File: src/rtl/mips_fetch_stage_pkg.sv
// Shared definitions for the MIPS instruction-fetch stage: reset PC, NOP word,
// fetch FSM state encodings and a word-alignment helper.
package mips_fetch_stage_pkg;

    localparam logic [31:0] RESET_PC_DEFAULT = 32'h0040_0000;
    localparam logic [31:0] NOP_INSTR        = 32'h0000_0000;

    // FETCH: request outstanding at pc.
    // BUFFERED: skid buffer holds a word, no request issued.
    // DRAIN: waiting out a stale request whose data will be dropped.
    typedef enum logic [1:0] {
        ST_FETCH    = 2'd0,
        ST_BUFFERED = 2'd1,
        ST_DRAIN    = 2'd2
    } fetch_state_e;

    // Clear the byte-offset bits so every fetch address is word aligned.
    function automatic logic [31:0] align_word(input logic [31:0] addr);
        return addr & 32'hFFFF_FFFC;
    endfunction

endpackage

File: src/rtl/mips_fetch_stage_skid_buf.sv
// One-entry {pc, instr} skid buffer that catches an instruction returning
// from memory while decode is stalled.
module fetch_skid_buf (
    input  logic        clk,
    input  logic        reset,
    input  logic        load,
    input  logic        clear,
    input  logic [31:0] load_pc,
    input  logic [31:0] load_instr,
    output logic        full,
    output logic [31:0] entry_pc,
    output logic [31:0] entry_instr
);

    logic        full_q,  full_d;
    logic [31:0] pc_q,    pc_d;
    logic [31:0] instr_q, instr_d;

    // Next-entry logic: a load captures a new word, otherwise clear empties it.
    always_comb begin
        full_d  = full_q;
        pc_d    = pc_q;
        instr_d = instr_q;
        if (load) begin
            full_d  = 1'b1;
            pc_d    = load_pc;
            instr_d = load_instr;
        end else if (clear) begin
            full_d = 1'b0;
        end
    end

    // Entry registers with synchronous reset to empty.
    always_ff @(posedge clk) begin
        if (reset) begin
            full_q  <= 1'b0;
            pc_q    <= 32'h0;
            instr_q <= 32'h0;
        end else begin
            full_q  <= full_d;
            pc_q    <= pc_d;
            instr_q <= instr_d;
        end
    end

    assign full        = full_q;
    assign entry_pc    = pc_q;
    assign entry_instr = instr_q;

endmodule

File: src/rtl/mips_fetch_stage.sv
// MIPS instruction-fetch stage: owns the PC, runs the variable-latency imem
// handshake, applies redirects/flushes and produces the IF/ID register.
module mips_fetch_stage
    import mips_fetch_stage_pkg::*;
#(
    parameter logic [31:0] RESET_PC = RESET_PC_DEFAULT
) (
    input  logic        clk,
    input  logic        reset,
    input  logic        stall,
    input  logic        flush,
    input  logic        redirect_valid,
    input  logic [31:0] redirect_pc,
    output logic        imem_req,
    output logic [31:0] imem_addr,
    input  logic        imem_ready,
    input  logic [31:0] imem_rdata,
    output logic        ifid_valid,
    output logic [31:0] ifid_pc,
    output logic [31:0] ifid_pc_plus4,
    output logic [31:0] ifid_instr
);

    fetch_state_e state_q, state_d;
    logic [31:0]  pc_q, pc_d;
    logic [31:0]  drain_addr_q, drain_addr_d;
    logic         ifid_valid_q, ifid_valid_d;
    logic [31:0]  ifid_pc_q, ifid_pc_d;
    logic [31:0]  ifid_pc_plus4_q, ifid_pc_plus4_d;
    logic [31:0]  ifid_instr_q, ifid_instr_d;

    logic         skid_load, skid_clear, skid_full;
    logic [31:0]  skid_pc, skid_instr;
    logic [31:0]  pc_plus4;

    assign pc_plus4 = pc_q + 32'd4;

    fetch_skid_buf u_skid (
        .clk        (clk),
        .reset      (reset),
        .load       (skid_load),
        .clear      (skid_clear),
        .load_pc    (pc_q),
        .load_instr (imem_rdata),
        .full       (skid_full),
        .entry_pc   (skid_pc),
        .entry_instr(skid_instr)
    );

    // Fetch FSM, PC and IF/ID next-state; redirect beats flush beats normal flow.
    always_comb begin
        state_d         = state_q;
        pc_d            = pc_q;
        drain_addr_d    = drain_addr_q;
        ifid_valid_d    = ifid_valid_q;
        ifid_pc_d       = ifid_pc_q;
        ifid_pc_plus4_d = ifid_pc_plus4_q;
        ifid_instr_d    = ifid_instr_q;
        skid_load       = 1'b0;
        skid_clear      = 1'b0;

        if (redirect_valid) begin
            // New target; any word returning now or sitting in the skid is stale.
            pc_d       = align_word(redirect_pc);
            skid_clear = 1'b1;
            case (state_q)
                ST_FETCH: begin
                    if (!imem_ready) begin
                        state_d      = ST_DRAIN;
                        drain_addr_d = pc_q;
                    end else begin
                        state_d = ST_FETCH;
                    end
                end
                ST_DRAIN: state_d = imem_ready ? ST_FETCH : ST_DRAIN;
                default:  state_d = ST_FETCH;
            endcase
            if (flush) begin
                ifid_valid_d = 1'b0;
                ifid_instr_d = NOP_INSTR;
            end
        end else if (flush) begin
            // Squash IF/ID; a returning word is dropped so pc is refetched.
            ifid_valid_d = 1'b0;
            ifid_instr_d = NOP_INSTR;
            skid_clear   = 1'b1;
            case (state_q)
                ST_DRAIN: state_d = imem_ready ? ST_FETCH : ST_DRAIN;
                default:  state_d = ST_FETCH;
            endcase
        end else begin
            case (state_q)
                ST_FETCH: begin
                    if (imem_ready) begin
                        pc_d = pc_plus4;
                        if (!stall) begin
                            ifid_valid_d    = 1'b1;
                            ifid_pc_d       = pc_q;
                            ifid_pc_plus4_d = pc_plus4;
                            ifid_instr_d    = imem_rdata;
                        end else begin
                            skid_load = 1'b1;
                            state_d   = ST_BUFFERED;
                        end
                    end
                end
                ST_BUFFERED: begin
                    if (!stall && skid_full) begin
                        ifid_valid_d    = 1'b1;
                        ifid_pc_d       = skid_pc;
                        ifid_pc_plus4_d = skid_pc + 32'd4;
                        ifid_instr_d    = skid_instr;
                        skid_clear      = 1'b1;
                        state_d         = ST_FETCH;
                    end else if (!stall) begin
                        state_d = ST_FETCH;
                    end
                end
                ST_DRAIN: begin
                    if (imem_ready) begin
                        state_d = ST_FETCH;
                    end
                end
                default: state_d = ST_FETCH;
            endcase
        end
    end

    // State, PC and IF/ID registers with synchronous reset.
    always_ff @(posedge clk) begin
        if (reset) begin
            state_q         <= ST_FETCH;
            pc_q            <= RESET_PC;
            drain_addr_q    <= RESET_PC;
            ifid_valid_q    <= 1'b0;
            ifid_pc_q       <= 32'h0;
            ifid_pc_plus4_q <= 32'h0;
            ifid_instr_q    <= NOP_INSTR;
        end else begin
            state_q         <= state_d;
            pc_q            <= pc_d;
            drain_addr_q    <= drain_addr_d;
            ifid_valid_q    <= ifid_valid_d;
            ifid_pc_q       <= ifid_pc_d;
            ifid_pc_plus4_q <= ifid_pc_plus4_d;
            ifid_instr_q    <= ifid_instr_d;
        end
    end

    // The stale address is held during DRAIN so the memory sees a stable request.
    assign imem_req      = !reset && (state_q != ST_BUFFERED);
    assign imem_addr     = (state_q == ST_DRAIN) ? drain_addr_q : pc_q;
    assign ifid_valid    = ifid_valid_q;
    assign ifid_pc       = ifid_pc_q;
    assign ifid_pc_plus4 = ifid_pc_plus4_q;
    assign ifid_instr    = ifid_instr_q;

endmodule

File: config.mk
export PLATFORM = sky130hd
export DESIGN_NAME = mips_fetch_stage
export DESIGN_NICKNAME = d
export VERILOG_FILES = /design/src/rtl/mips_fetch_stage_pkg.sv /design/src/rtl/mips_fetch_stage_skid_buf.sv /design/src/rtl/mips_fetch_stage.sv
export SDC_FILE = /design/constraint.sdc
export NUM_CORES = 1
export LEC_CHECK = 0
export ABC_AREA = 0
export BUFFER_PORTS_ARGS = -buffer_cell sky130_fd_sc_hd__buf_2
export CAP_MARGIN = 0
export CORE_MARGIN = 8
export CORE_UTILIZATION = 56
export CTS_CLUSTER_DIAMETER = 150
export DETAILED_ROUTE_END_ITERATION = 7
export PLACE_DENSITY = 0.92
export SLEW_MARGIN = 5
export SYNTH_ARGS = -nofsm -noshare
export SYNTH_HDL_FRONTEND = slang
export SYNTH_SLANG_ARGS = --single-unit
File: constraint.sdc
create_clock -name clk -period 2.22 [get_ports clk]
set_input_delay 0.111 -clock clk [delete_from_list [all_inputs] [get_ports clk]]
set_output_delay 0.111 -clock clk [all_outputs]
set_load 0.01 [all_outputs]
==> flow_summary.json <==
{
  "timing.max_slew.rel_slack_pct": 50.46,
  "max_freq_ghz": 0.4683,
  "postCtsSetupRepairBufs": 0,
  "library_cell_with_the_highest_instance_count_after_synthesis": "nand2_1",
  "synth_edf_count": 0,
  "drt.antenna.violating_nets": 0,
  "critical_path_class": "flip-flop to flip-flop",
  "worst-r2r-setup-slack_ns": 0.08,
  "cts_bufs_inserted": 23,
  "ctsRootBufferMaster": "clkbuf_16",
  "die_area_um2": 23710,
  "filler_cell_count": 1345,
  "reported_max_cap_violation_count": 0,
  "timing.final.setup_violations": 0,
  "count_of_antenna_diodes_in_the_layout": 0,
  "dp_worst_setup_slack_ns": 0.1060,
  "detail_route.drc_violations": 0,
  "grt_start_max_net_pins": 72,
  "timing.final.crit_period_ns": 2.135,
  "cell_int_power_mw": 6.856,
  "unrepaired_setup_endpoints_after_global_routing": "false",
  "slew_viol_final": 0,
  "yosys.area.top_type": "dfxtp_1",
  "whs_ns": 0.1185,
  "worstSetupEndpointType": "flip-flop",
  "netlist_area_um2": 10660,
  "fp.dieH_um": 154.0,
  "place_hpwl_um": 23710,
  "dp.cells": 1759,
  "synth.yosys.warnings": 0,
  "static-leakage-power_nw": 5.233,
  "worst_r2r_endpoint": "ifid_pc_plus4[23]",
  "worst_pin_slew_ns": 0.7430,
  "power.total_mw": 9.160,
  "worst_hold_path_type": "primary input to flip-flop",
  "power-per-cell-area_nw_per_um2": 680.6,
  "netlist_top_cells_area": "dfxtp_1, nand2_1, a21oi_1",
  "worst_ep_required_time_ns": 2.63,
  "seqPwrFrac_pct": 44.9,
  "antenna_violations_before_repair": 0,
  "rr_worst_depth": 5,
  "place.gp.congestion": 1.023,
  "synth_seq_cells": 218,
  "share_comb_of_total_power_pct": 11.0,
  "grtUsageTotal_pct": 30.56,
  "swShare_pct": 25.15,
  "drtIter0Drc": 1276,
  "fin_area_um2": 13460,
  "drt_wl_total_um": 37690,
  "num_vias": 11607,
  "die-width_um": 154.0,
  "placedInstanceArea_um2": 12010,
  "synth-async-reset-ratio_pct": 0,
  "tns_ns": 0,
  "grt_pass1_vias": 11269,
  "overflow": 0,
  "crit_path_max_fanout": 11,
  "synthDominantCellAreaShare_pct": 40.94,
  "grt_pass1_wl_um": 59650,
  "detail_route.first_pass.iterations": 5,
  "tritoncts_num_sinks": 218,
  "synth_cells": 1392,
  "layoutNonFillerInstCount": 1866,
  "clock_tree_from_tritoncts": "built",
  "netlist-cell-type-count": 65,
  "row_count": 50,
  "ioPinCount": 200,
  "placeableCoreArea_um2": 18710,
  "vias_per_cell": 6.220,
  "initial_core_util_pct": 56.99,
  "post_synth.cell_area_avg_um2": 7.658,
  "netSwitchingPower_mw": 2.304,
  "final_nets": 1687,
  "largest_voltage_drop_on_the_vdd_net_mv": 0.5542,
  "crit-reg2reg-launch": "u_skid.entry_pc[17]",
  "cts.reportedPaths.clkPinSlew_ns": 0.06,
  "wl_per_cell_um": 20.20,
  "clockPowerShare_pct": 44.1,
  "flow.area_growth_from_synthesis_pct": 26.26,
  "finClkSkew_ns": 0.01225,
  "synth_seq_area_share_pct": 40.94,
  "utilization_pct": 71.95,
  "crit_end": "ifid_pc_plus4[23]",
  "count_of_final_hold_check_violations": 0,
  "yosys-top-cells-count": "nand2_1, dfxtp_1, a21oi_1, nor2_1, clkbuf_1",
  "h-tree-depth": 1,
  "final.period_utilization_pct": 96.19,
  "portBuffers": 191,
  "cts_buffer_depth": 3,
  "run_status": "complete, no violations",
  "cp-startpoint": "u_skid.entry_pc[17]",
  "crit_path_start_kind": "flip-flop",
  "clock_insertion_delay_worst_skew_ns": 0.52,
  "worstPathArrival_ns": 2.54,
  "fin_ws_ns": 0.08460,
  "ys.flop_type": "dfxtp_1",
  "layout-drive-gt1-share_pct": 22.24
}
worst max-delay path, cell delays in order, from the launching register on:
cell and delay [ns]:
dfxtp_1 0.45, nand4_1 0.19, or4_4 0.67, o31a_1 0.31, nor3_1 0.28, o21ai_1 0.11
registers in the layout, summed over array words and instances (netlist names):
name and flops:
ifid_pc_plus4 30, u_skid.entry_instr 32, u_skid.entry_pc 30, ifid_pc 30
drain_addr_q 30, ifid_instr 32, u_skid.full 1, ifid_valid 1
pc_q 30, state_q 2
placed cells by master, fill, tap and decap left out, drive strengths merged, types with 5 or more instances in the layout:
| master | count |
|---|---|
| xor2 | 22 |
| conb | 6 |
| a31oi | 6 |
| xnor2 | 19 |
| inv | 9 |
| and3 | 8 |
| nor2 | 96 |
| o211ai | 13 |
| nand3b | 5 |
| dfxtp | 218 |
| o21ai | 32 |
| nand4 | 29 |
| a21oi | 118 |
| a311oi | 63 |
| a32o | 5 |
| o31a | 10 |
| dlygate4sd3 | 65 |
| buf | 271 |
| and4 | 7 |
| a211oi | 10 |
| and2 | 5 |
| nand3 | 35 |
| o31ai | 11 |
| mux2 | 24 |
| nand2 | 389 |
| or3 | 15 |
| or4 | 6 |
| nor3 | 26 |
| clkbuf | 34 |
| nor4 | 26 |
per-layer routing:
metal | track usage [%] | vias up | part of all wire, %
met5 | 0 | - | 0
met4 | 15.35 | 0 | 5.3
met3 | 6.839 | 175 | 10
met2 | 51.85 | 775 | 48
met1 | 35.73 | 5375 | 37
li1 | - | 5282 | -
cells by family (layout without fill, tap and decap cells):
| group | count (synthesis) | count (layout) | share of synthesized area, % |
|---|---|---|---|
| compound gates | 287 | 287 | 17.72 |
| xor+xnor | 41 | 41 | 3.369 |
| fa+ha+maj | 2 | 2 | 0.2347 |
| buf+inv | 151 | 386 | 6.256 |
| flops | 218 | 218 | 40.94 |
| mux | 28 | 28 | 2.911 |
| other cells | 1 | 6 | 0.03518 |
| simple gates | 664 | 664 | 28.53 |
layout make-up:
class	instances	area, um2	share of cell area (%)
well taps	234	292.8	2.175
multi-input cells	1028	5699	42.34
clock buffers	34	666.9	4.955
repair buffers	336	2285	16.97
flip-flops and latches	218	4364	32.43
clock inverters	8	121.4	0.9017
inverters	8	30.03	0.2231
worst min path at each step:
stage / from / to / slack [ns] / cells past startpoint
after floorplan: imem_ready / state_q[1] / 0.19 / 1
after global placement: imem_rdata[31] / u_skid.entry_instr[31] / 0.36 / 3
after detailed placement: imem_rdata[19] / u_skid.entry_instr[19] / 0.37 / 3
after CTS: redirect_valid / pc_q[13] / 0.11 / 4
after global routing: redirect_valid / pc_q[13] / 0.15 / 4
final: redirect_valid / pc_q[13] / 0.12 / 4
power by group through the flow:
stage	sequential, mW	combinational (mW)	clock [mW]
floorplan	4.17	0.541	0
global placement	4.19	0.852	0
detailed placement	4.19	0.871	0
CTS	4.11	0.970	4.05
global route	4.12	1.08	4.21
finish	4.12	1.01	4.04
repair_timing:
action / 4_1_cts / 5_1_grt
gates resized for setup: 0 / 2
hold endpoints to repair: 100 / 0
setup endpoints to repair: 0 / 5
hold buffers: 65 / 0
Note: power is estimated with default switching activity, not from simulation.
